<file path="src/rtl/light_chaser_param.sv">
// light_chaser_param
//   Parameterised LED chaser with four patterns (chase, bounce, bar,
//   alternate) advanced by a programmable prescaler.
//
// Ports
//   clk       in   sole clock, all state updates on the rising edge
//   reset     in   synchronous, active-high; dominates enable and mode change
//   enable    in   1 = advance prescaler/pattern, 0 = freeze everything
//   mode      in   [1:0] 0 chase, 1 bounce, 2 bar, 3 alternate
//   dir       in   0 = toward MSB, 1 = toward LSB (chase and bar only)
//   step_div  in   [DIV_W-1:0] step period = step_div+1 enabled cycles
//   l         out  [NUM_LEDS-1:0] LED pattern, decoded from registered state
//   pos       out  [POS_W-1:0] current position (chase/bounce) or level (bar)
//   step      out  one-cycle pulse in the cycle after each pattern step
//   wrap      out  one-cycle pulse in the cycle after a pattern period ends
//
// There is no request/acknowledge handshake on this block: every input is
// sampled on each rising edge and every output is a plain registered level
// or one-cycle pulse.

module light_chaser_param #(
  parameter int NUM_LEDS = 8,
  parameter int DIV_W    = 8,
  parameter int POS_W    = 6
) (
  input  logic                clk,
  input  logic                reset,
  input  logic                enable,
  input  logic [1:0]          mode,
  input  logic                dir,
  input  logic [DIV_W-1:0]    step_div,
  output logic [NUM_LEDS-1:0] l,
  output logic [POS_W-1:0]    pos,
  output logic                step,
  output logic                wrap
);

  typedef enum logic [1:0] {
    MODE_CHASE  = 2'd0,
    MODE_BOUNCE = 2'd1,
    MODE_BAR    = 2'd2,
    MODE_ALT    = 2'd3
  } mode_t;

  localparam logic [POS_W-1:0] POS_LAST = POS_W'(NUM_LEDS - 1);
  localparam logic [POS_W-1:0] POS_TOP  = POS_W'(NUM_LEDS);
  localparam logic [POS_W-1:0] POS_ONE  = POS_W'(1);

  // Registered state
  mode_t              r_mode_q;
  logic [DIV_W-1:0]   r_cnt;
  logic [POS_W-1:0]   r_pos;
  logic               r_up;
  logic               r_phase;
  logic               r_dir;
  logic               r_step;
  logic               r_wrap;

  // Next-state values
  mode_t              w_mode_nxt;
  logic [DIV_W-1:0]   w_cnt_nxt;
  logic [POS_W-1:0]   w_pos_nxt;
  logic               w_up_nxt;
  logic               w_phase_nxt;
  logic               w_dir_nxt;
  logic               w_step_nxt;
  logic               w_wrap_nxt;
  logic               w_restart;

  assign w_restart = (mode != r_mode_q);

  // Next-state logic. A mode change restarts the pattern regardless of
  // enable, and never produces a step in the same cycle.
  always_comb begin
    w_mode_nxt  = r_mode_q;
    w_cnt_nxt   = r_cnt;
    w_pos_nxt   = r_pos;
    w_up_nxt    = r_up;
    w_phase_nxt = r_phase;
    w_dir_nxt   = r_dir;
    w_step_nxt  = 1'b0;
    w_wrap_nxt  = 1'b0;

    if (w_restart) begin
      w_mode_nxt  = mode_t'(mode);
      w_cnt_nxt   = '0;
      w_pos_nxt   = '0;
      w_up_nxt    = 1'b1;
      w_phase_nxt = 1'b0;
      w_dir_nxt   = dir;
    end else if (enable) begin
      // dir is captured only on enabled cycles so the bar display cannot
      // change while the chaser is frozen.
      w_dir_nxt = dir;
      // >= (not ==) so lowering step_div below cnt steps at once instead
      // of counting all the way round the counter.
      if (r_cnt >= step_div) begin
        w_cnt_nxt  = '0;
        w_step_nxt = 1'b1;
        case (r_mode_q)
          MODE_CHASE: begin
            // dir is sampled at step time: a change applies from the next step.
            if (!dir) begin
              if (r_pos >= POS_LAST) begin
                w_pos_nxt  = '0;
                w_wrap_nxt = 1'b1;
              end else begin
                w_pos_nxt = r_pos + POS_ONE;
              end
            end else begin
              if (r_pos == '0) begin
                w_pos_nxt  = POS_LAST;
                w_wrap_nxt = 1'b1;
              end else begin
                w_pos_nxt = r_pos - POS_ONE;
              end
            end
          end
          MODE_BOUNCE: begin
            // Reverse at each end without revisiting the end position.
            if (r_up) begin
              if (r_pos >= POS_LAST) begin
                w_pos_nxt = POS_LAST - POS_ONE;
                w_up_nxt  = 1'b0;
              end else begin
                w_pos_nxt = r_pos + POS_ONE;
              end
            end else begin
              if (r_pos <= POS_ONE) begin
                w_pos_nxt  = '0;
                w_up_nxt   = 1'b1;
                w_wrap_nxt = 1'b1;
              end else begin
                w_pos_nxt = r_pos - POS_ONE;
              end
            end
          end
          MODE_BAR: begin
            if (r_pos >= POS_TOP) begin
              w_pos_nxt  = '0;
              w_wrap_nxt = 1'b1;
            end else begin
              w_pos_nxt = r_pos + POS_ONE;
            end
          end
          default: begin
            w_phase_nxt = ~r_phase;
            w_wrap_nxt  = r_phase;
            w_pos_nxt   = '0;
          end
        endcase
      end else begin
        w_cnt_nxt = r_cnt + DIV_W'(1);
      end
    end
  end

  always_ff @(posedge clk) begin
    if (reset) begin
      r_mode_q <= mode_t'(mode);
      r_cnt    <= '0;
      r_pos    <= '0;
      r_up     <= 1'b1;
      r_phase  <= 1'b0;
      r_dir    <= dir;
      r_step   <= 1'b0;
      r_wrap   <= 1'b0;
    end else begin
      r_mode_q <= w_mode_nxt;
      r_cnt    <= w_cnt_nxt;
      r_pos    <= w_pos_nxt;
      r_up     <= w_up_nxt;
      r_phase  <= w_phase_nxt;
      r_dir    <= w_dir_nxt;
      r_step   <= w_step_nxt;
      r_wrap   <= w_wrap_nxt;
    end
  end

  // LED decode, purely from registered state.
  always_comb begin
    l = '0;
    for (int i = 0; i < NUM_LEDS; i++) begin
      case (r_mode_q)
        MODE_CHASE, MODE_BOUNCE: l[i] = (r_pos == POS_W'(i));
        MODE_BAR: begin
          if (!r_dir) l[i] = (POS_W'(i) < r_pos);
          else        l[i] = (POS_W'(i) >= (POS_TOP - r_pos));
        end
        default:    l[i] = ((i % 2) == 0) ^ r_phase;
      endcase
    end
  end

  assign pos  = r_pos;
  assign step = r_step;
  assign wrap = r_wrap;

endmodule

</file>
<file path="config.mk">
export PLATFORM = sky130hd
export DESIGN_NAME = light_chaser_param
export DESIGN_NICKNAME = d
export VERILOG_FILES = /design/src/rtl/light_chaser_param.sv
export SDC_FILE = /design/constraint.sdc
export NUM_CORES = 1
export LEC_CHECK = 0
export BUFFER_PORTS_ARGS = -buffer_cell sky130_fd_sc_hd__buf_2
export CAP_MARGIN = 5
export CORE_MARGIN = 10
export CORE_UTILIZATION = 45
export CTS_CLUSTER_DIAMETER = 30
export DETAILED_ROUTE_END_ITERATION = 10
export PLACE_DENSITY = 0.76
export REMOVE_ABC_BUFFERS = 1
export SYNTH_ARGS = -nofsm -noshare
export SYNTH_HDL_FRONTEND = slang
export SYNTH_SLANG_ARGS = --single-unit
</file>
<file path="constraint.sdc">
create_clock -name clk -period 2.78 [get_ports clk]
set_input_delay 0.278 -clock clk [delete_from_list [all_inputs] [get_ports clk]]
set_output_delay 0.278 -clock clk [all_outputs]
set_load 0.005 [all_outputs]
</file>
Word level (Yosys, flattened, before mapping)
Cells that the tools add are included.
{ "classes": {"n_eq_ne": 10, "n_mux": 40, "magnitude_cmp": 20, "add_sub_neg": 4, "bitwise": 4, "reduce_logical": 12} }
{ "op_table": {"columns": ["op", "count"], "rows": [
  ["2-to-1 mux 6 bit", 7],
  ["== test 6 x 3 -> 1 bit, second input constant", 4],
  [">= comparator 3 x 6 -> 1 bit, first input constant", 4],
  ["less-than comparator 3 x 6 -> 1 bit, first input constant", 4],
  ["2-to-1 mux 1 bit", 20],
  ["one-hot mux 6 bit (3 select lines)", 1],
  ["one-hot mux 1 bit (2 select lines)", 8],
  ["== test 6 x 2 -> 1 bit, second input constant", 2],
  [">= comparator 1 x 6 -> 1 bit, first input constant", 2],
  [">= comparator 2 x 6 -> 1 bit, first input constant", 2],
  ["less-than comparator 1 x 6 -> 1 bit, first input constant", 2],
  ["less-than comparator 2 x 6 -> 1 bit, first input constant", 2],
  ["adder 8 x 1 -> 8 bit, second input constant", 1],
  [">= comparator 8 bit", 1],
  ["2-to-1 mux 8 bit", 1],
  ["adder 6 x 1 -> 6 bit, second input constant", 1],
  ["== test 6 x 1 -> 1 bit, second input constant", 1],
  [">= comparator 6 x 3 -> 1 bit, second input constant", 1],
  [">= comparator 6 x 4 -> 1 bit, second input constant", 1],
  ["<= comparator 6 x 1 -> 1 bit, second input constant", 1],
  ["zero test 6 bit", 1],
  ["AND reduction 3 bit", 2],
  ["OR reduction 3 bit", 2],
  ["subtractor 4 x 6 -> 6 bit, first input constant", 1],
  ["13 further kinds", 18]
]} }
{ "word_totals": {"ff_bits": 21, "output_inout_bits": 16} }

Longest topological paths before layout
{ "depth": {"word_depth": 4, "mapped_depth": 9, "mapped_depth_nobuf": 8} }

Worst setup path before layout
No wires, ideal clock.
{ "synth_timing": {"path_type": "flip-flop to output port", "startpoint": "register r_pos[0], in the netlist pos[0]", "endpoint": "output l[2]", "t_arrival_ns": 1.945, "path_stages_with_launch": 10, "path_slack_ns": 0.557, "path_cell_list": "dfxtp_1 inv_1 ha_1 buf_2 and3b_1 a21oi_1 o22ai_4 nand3_2 or2_1 o211ai_2"} }
{ "synth_between": {"elab_chain_len": 4, "word_cells_on_any_way": 6, "cone_classes": "add/sub: 1; order compare: 2; eq/ne: 1; mux: 2"} }
{ "synth_rtl": {"columns": ["item", "line", "source"], "rows": [
  ["start: declaration", "52", "logic [POS_W-1:0] r_pos;"],
  ["start signal: assignment", "171", "r_pos <= w_pos_nxt;"],
  ["subtractor 4 x 6 -> 6 bit", "188", "else l[i] = (POS_W'(i) >= (POS_TOP - r_pos));"],
  [">= comparator 2 x 6 -> 1 bit", "188", null],
  ["2-to-1 mux 1 bit", "187", "if (!r_dir) l[i] = (POS_W'(i) < r_pos);"],
  ["one-hot mux 1 bit (2 select lines) (*)", "184", "case (r_mode_q)"],
  ["end: declaration", "32", "output logic [NUM_LEDS-1:0] l,"]
]} }
Mark *: on every way between the ends. The rest lies on a longest branch, timed or not.

Worst setup path in the final report
Ends and elaborated chain as after synthesis.

==> impl_metrics.env <==
export IMPL_vias_per_cell=5.92
export IMPL_dieWidth_um=83.6
export IMPL_skew_ns=0.00305
export IMPL_startpoint_type="flop"
export IMPL_htreeDepth=1
export IMPL_cts_buffer_depth=2
export IMPL_crit_chain="inv_1 -> ha_2 -> and3b_1 -> a21oi_1 -> o22ai_4 -> nand3_2 -> or2_1 -> o211ai_2 -> buf_2"
export IMPL_cts_clk_slew_worst_paths_ns=0.07
export IMPL_dieArea_sq_um=6990
export IMPL_synth_edff_count=3
export IMPL_fin_setup_tns_ns=0
export IMPL_min_to="r_mode_q[1]"
export IMPL_rsz0062_at_grt="false"
export IMPL_drive_gt1_share_pct=21.8
export IMPL_relSlewSlack_pct=59.2
export IMPL_wirelength_um=4630
export IMPL_yosysWarnings=0
export IMPL_r2r_setup_slack_ns=0.51
export IMPL_diodes=0
export IMPL_hold_violations=0
export IMPL_fin_crit_sh_pct=92.0
export IMPL_critPathCaptureType="output port"
export IMPL_coreArea_sq_um=3940
export IMPL_area_growth_pct=12.7
export IMPL_final_max_slew_viol_count=0
export IMPL_setup_viol=0
export IMPL_seqPwrFrac_pct=50.5
export IMPL_cts_tree="built"
export IMPL_timing_hold_ws_ns=0.226
export IMPL_clockRootBuffer="clkbuf_8"
export IMPL_p_per_area_nw_per_um2=313
export IMPL_p_clk_share_pct=30.4
export IMPL_yosysSeqAreaShare_pct=24.8
export IMPL_timing_fmax_mhz=391
export IMPL_num_rows=23
export IMPL_worstHoldStart="mode[1]"
export IMPL_synth_ff_type="dfxtp_1"
export IMPL_async_reset_ff_share_pct=0
export IMPL_fin_ws_ns=0.223
export IMPL_design_area_sq_um=2050
export IMPL_status="completed"
export IMPL_hpwl_um=3540
export IMPL_power_internal_mw=0.464
export IMPL_critical_path_class="reg -> out"
export IMPL_p_switching_mw=0.178
export IMPL_critPathMaxStageDelay_ns=0.44
export IMPL_place_inst=298
export IMPL_p_leak_nw=0.878
export IMPL_drc=0
export IMPL_wl_per_cell_um=15.3
export IMPL_die_y_um=83.6
export IMPL_r2r_start="pos[2]"
export IMPL_maxCapViolCount=0
export IMPL_antenna_found_initial=0
export IMPL_path_max_fanout=10
export IMPL_io_buffers=29
export IMPL_ir_drop_mv=0.174
export IMPL_power_mw=0.642
export IMPL_worstReg2RegEnd="pos[1]"
export IMPL_drt_pass1_iterations=5
export IMPL_required_ns=2.50
export IMPL_synthCells=226
export IMPL_drtIter0Drc=165
export IMPL_fin_nets=281
export IMPL_placed_cell_area_sq_um=2000
export IMPL_power_frac_comb_pct=19.1
export IMPL_p_sw_share_pct=27.7
export IMPL_worstMarginPinSlew_ns=0.608
export IMPL_crit_slowest_cell="dfxtp_2"
export IMPL_place_congestion=0.969
export IMPL_cts_buffers=3
export IMPL_via_count=1787
export IMPL_netlist_area_sq_um=1820
export IMPL_r2r_worst_path_cells=7
export IMPL_fin_cells=302
export IMPL_place_worst_setup_slack_ns=0.303
export IMPL_start_util_pct=46.1
export IMPL_synth_cell_types=63
export IMPL_holdCritPathClass="in -> reg"
export IMPL_syn_area_per_cell_sq_um=8.05
export IMPL_clk_insertion_delay_late_ns=0.25
export IMPL_fin_util_pct=52.0
export IMPL_cts_sinks=21
export IMPL_grt_use_total_pct=12.2
export IMPL_gr_total_overflow=0
export IMPL_grt_pass1_wl_um=7580
export IMPL_fin_crit_ns=2.56
export IMPL_cp_arrival_ns=2.28
export IMPL_grt_max_degree=17
export IMPL_ant_nets=0
export IMPL_cts_setup_buffers=0
export IMPL_worstHoldPathCells=1
export IMPL_ys_ff_latch=21
export IMPL_grt_pass1_vias=1642
export IMPL_ios=30
==> power groups by stage <==
| stage | clock network [mW] | registers, mW | logic (mW) |
|---|---|---|---|
| floorplan | 0 | 0.330 | 0.0759 |
| global placement | 0 | 0.331 | 0.121 |
| detailed placement | 0 | 0.331 | 0.122 |
| CTS | 0.204 | 0.324 | 0.123 |
| global route | 0.219 | 0.326 | 0.136 |
| finish | 0.195 | 0.325 | 0.122 |
==> Yosys cell counts (all sizes together), types with 4 or more instances <==
| cell | number | share of area [%] |
|---|---|---|
| inv | 15 | 3.1 |
| nand2 | 22 | 4.5 |
| nor3 | 4 | 2.3 |
| a21oi | 16 | 4.4 |
| dfxtp | 18 | 20 |
| buf | 7 | 2.2 |
| xnor2 | 4 | 1.9 |
| o211ai | 4 | 1.9 |
| nor2 | 27 | 5.7 |
| o21ai | 12 | 3.3 |
| nand3 | 8 | 2.5 |
| nand2b | 9 | 3.2 |
| o22ai | 5 | 2.8 |
| xor2 | 7 | 3.4 |
| ha | 14 | 9.6 |
==> critical path, delay by kind of cell, from the launching register on <==
kind | cells | cell delay (ns)
buffers and inverters | 2 | 0.26
adder cells (fa/ha/maj) | 1 | 0.26
AO/OA/AOI/OAI | 3 | 0.44
AND/OR/NAND/NOR | 3 | 0.62
flip-flops | 1 | 0.44
==> logic make-up (layout without fill, tap and decap cells) <==
family / Yosys count / after routing / synth area share [%]
adders and majority gates: 14 / 14 / 9.63
DFF: 21 / 21 / 24.8
muxes: 2 / 2 / 1.10
xor gates and xnor gates: 11 / 11 / 5.30
AOI/OAI and AO/OA: 67 / 67 / 28.0
buffers and inverters: 25 / 51 / 5.91
and+or+nand+nor: 86 / 86 / 25.3
==> layer usage <==
layer,track usage [%],part of all wire (%)
met1,15.0,43
met2,20.4,48
met3,2.64,8.6
met4,4.41,0.48
met5,0,0
==> state kept, by name, indices dropped and copies added (netlist names) <==
name	count
r_up	1
step	1
wrap	1
r_phase	1
r_cnt	8
r_mode_q	2
pos	6
r_dir	1
==> how the worst max path moves through the flow <==
stage,start,end,depth (start not counted)
after floorplan,pos[0],l[2],8
after global placement,pos[0],l[2],9
after detailed placement,pos[0],l[2],9
after CTS,pos[0],l[2],9
after global routing,pos[0],l[2],9
final,pos[0],l[2],9
==> what timing repair did <==
action	CTS	global route
setup endpoints to repair	0	4
gates resized for setup	0	3
hold buffers	0	0
==> layout make-up <==
type	count	area, sq um
inverter	15	56.3
multi-input combinational	180	1260
timing repair buffer	32	168
tap	50	62.6
fill	374	1890
clock buffer	3	41.3
sequential	21	453
clock inverter	1	5.00
==> cell usage in the layout (no fill, tap or decap), types with 2 or more instances in the layout <==
master    synthesis  routed
clkbuf_8          0       3
nor4_1            2       2
o211ai_1          3       3
and3_1            2       2
nand3_1           7       7
o311a_1           2       2
nor2b_1           2       2
nor3_2            2       2
o31ai_1           2       2
a22oi_1           3       3
a311oi_1          2       2
nand4_1           3       3
a31oi_1           3       3
dfxtp_1          18      16
edfxtp_1          3       3
dfxtp_2           0       2
o21ai_1           4       4
buf_4             0       3
nor2_1           26      26
o21ai_0           8       8
nand2b_1          8       8
a211oi_1          2       2
o22ai_1           3       3
a21oi_1          16      16
buf_2             5      29
nand2_1          22      22
ha_1             14      13
mux2i_1           2       2
xor2_1            7       7
xnor2_1           4       4
inv_1            14      14
(Power assumes the default switching activity.)
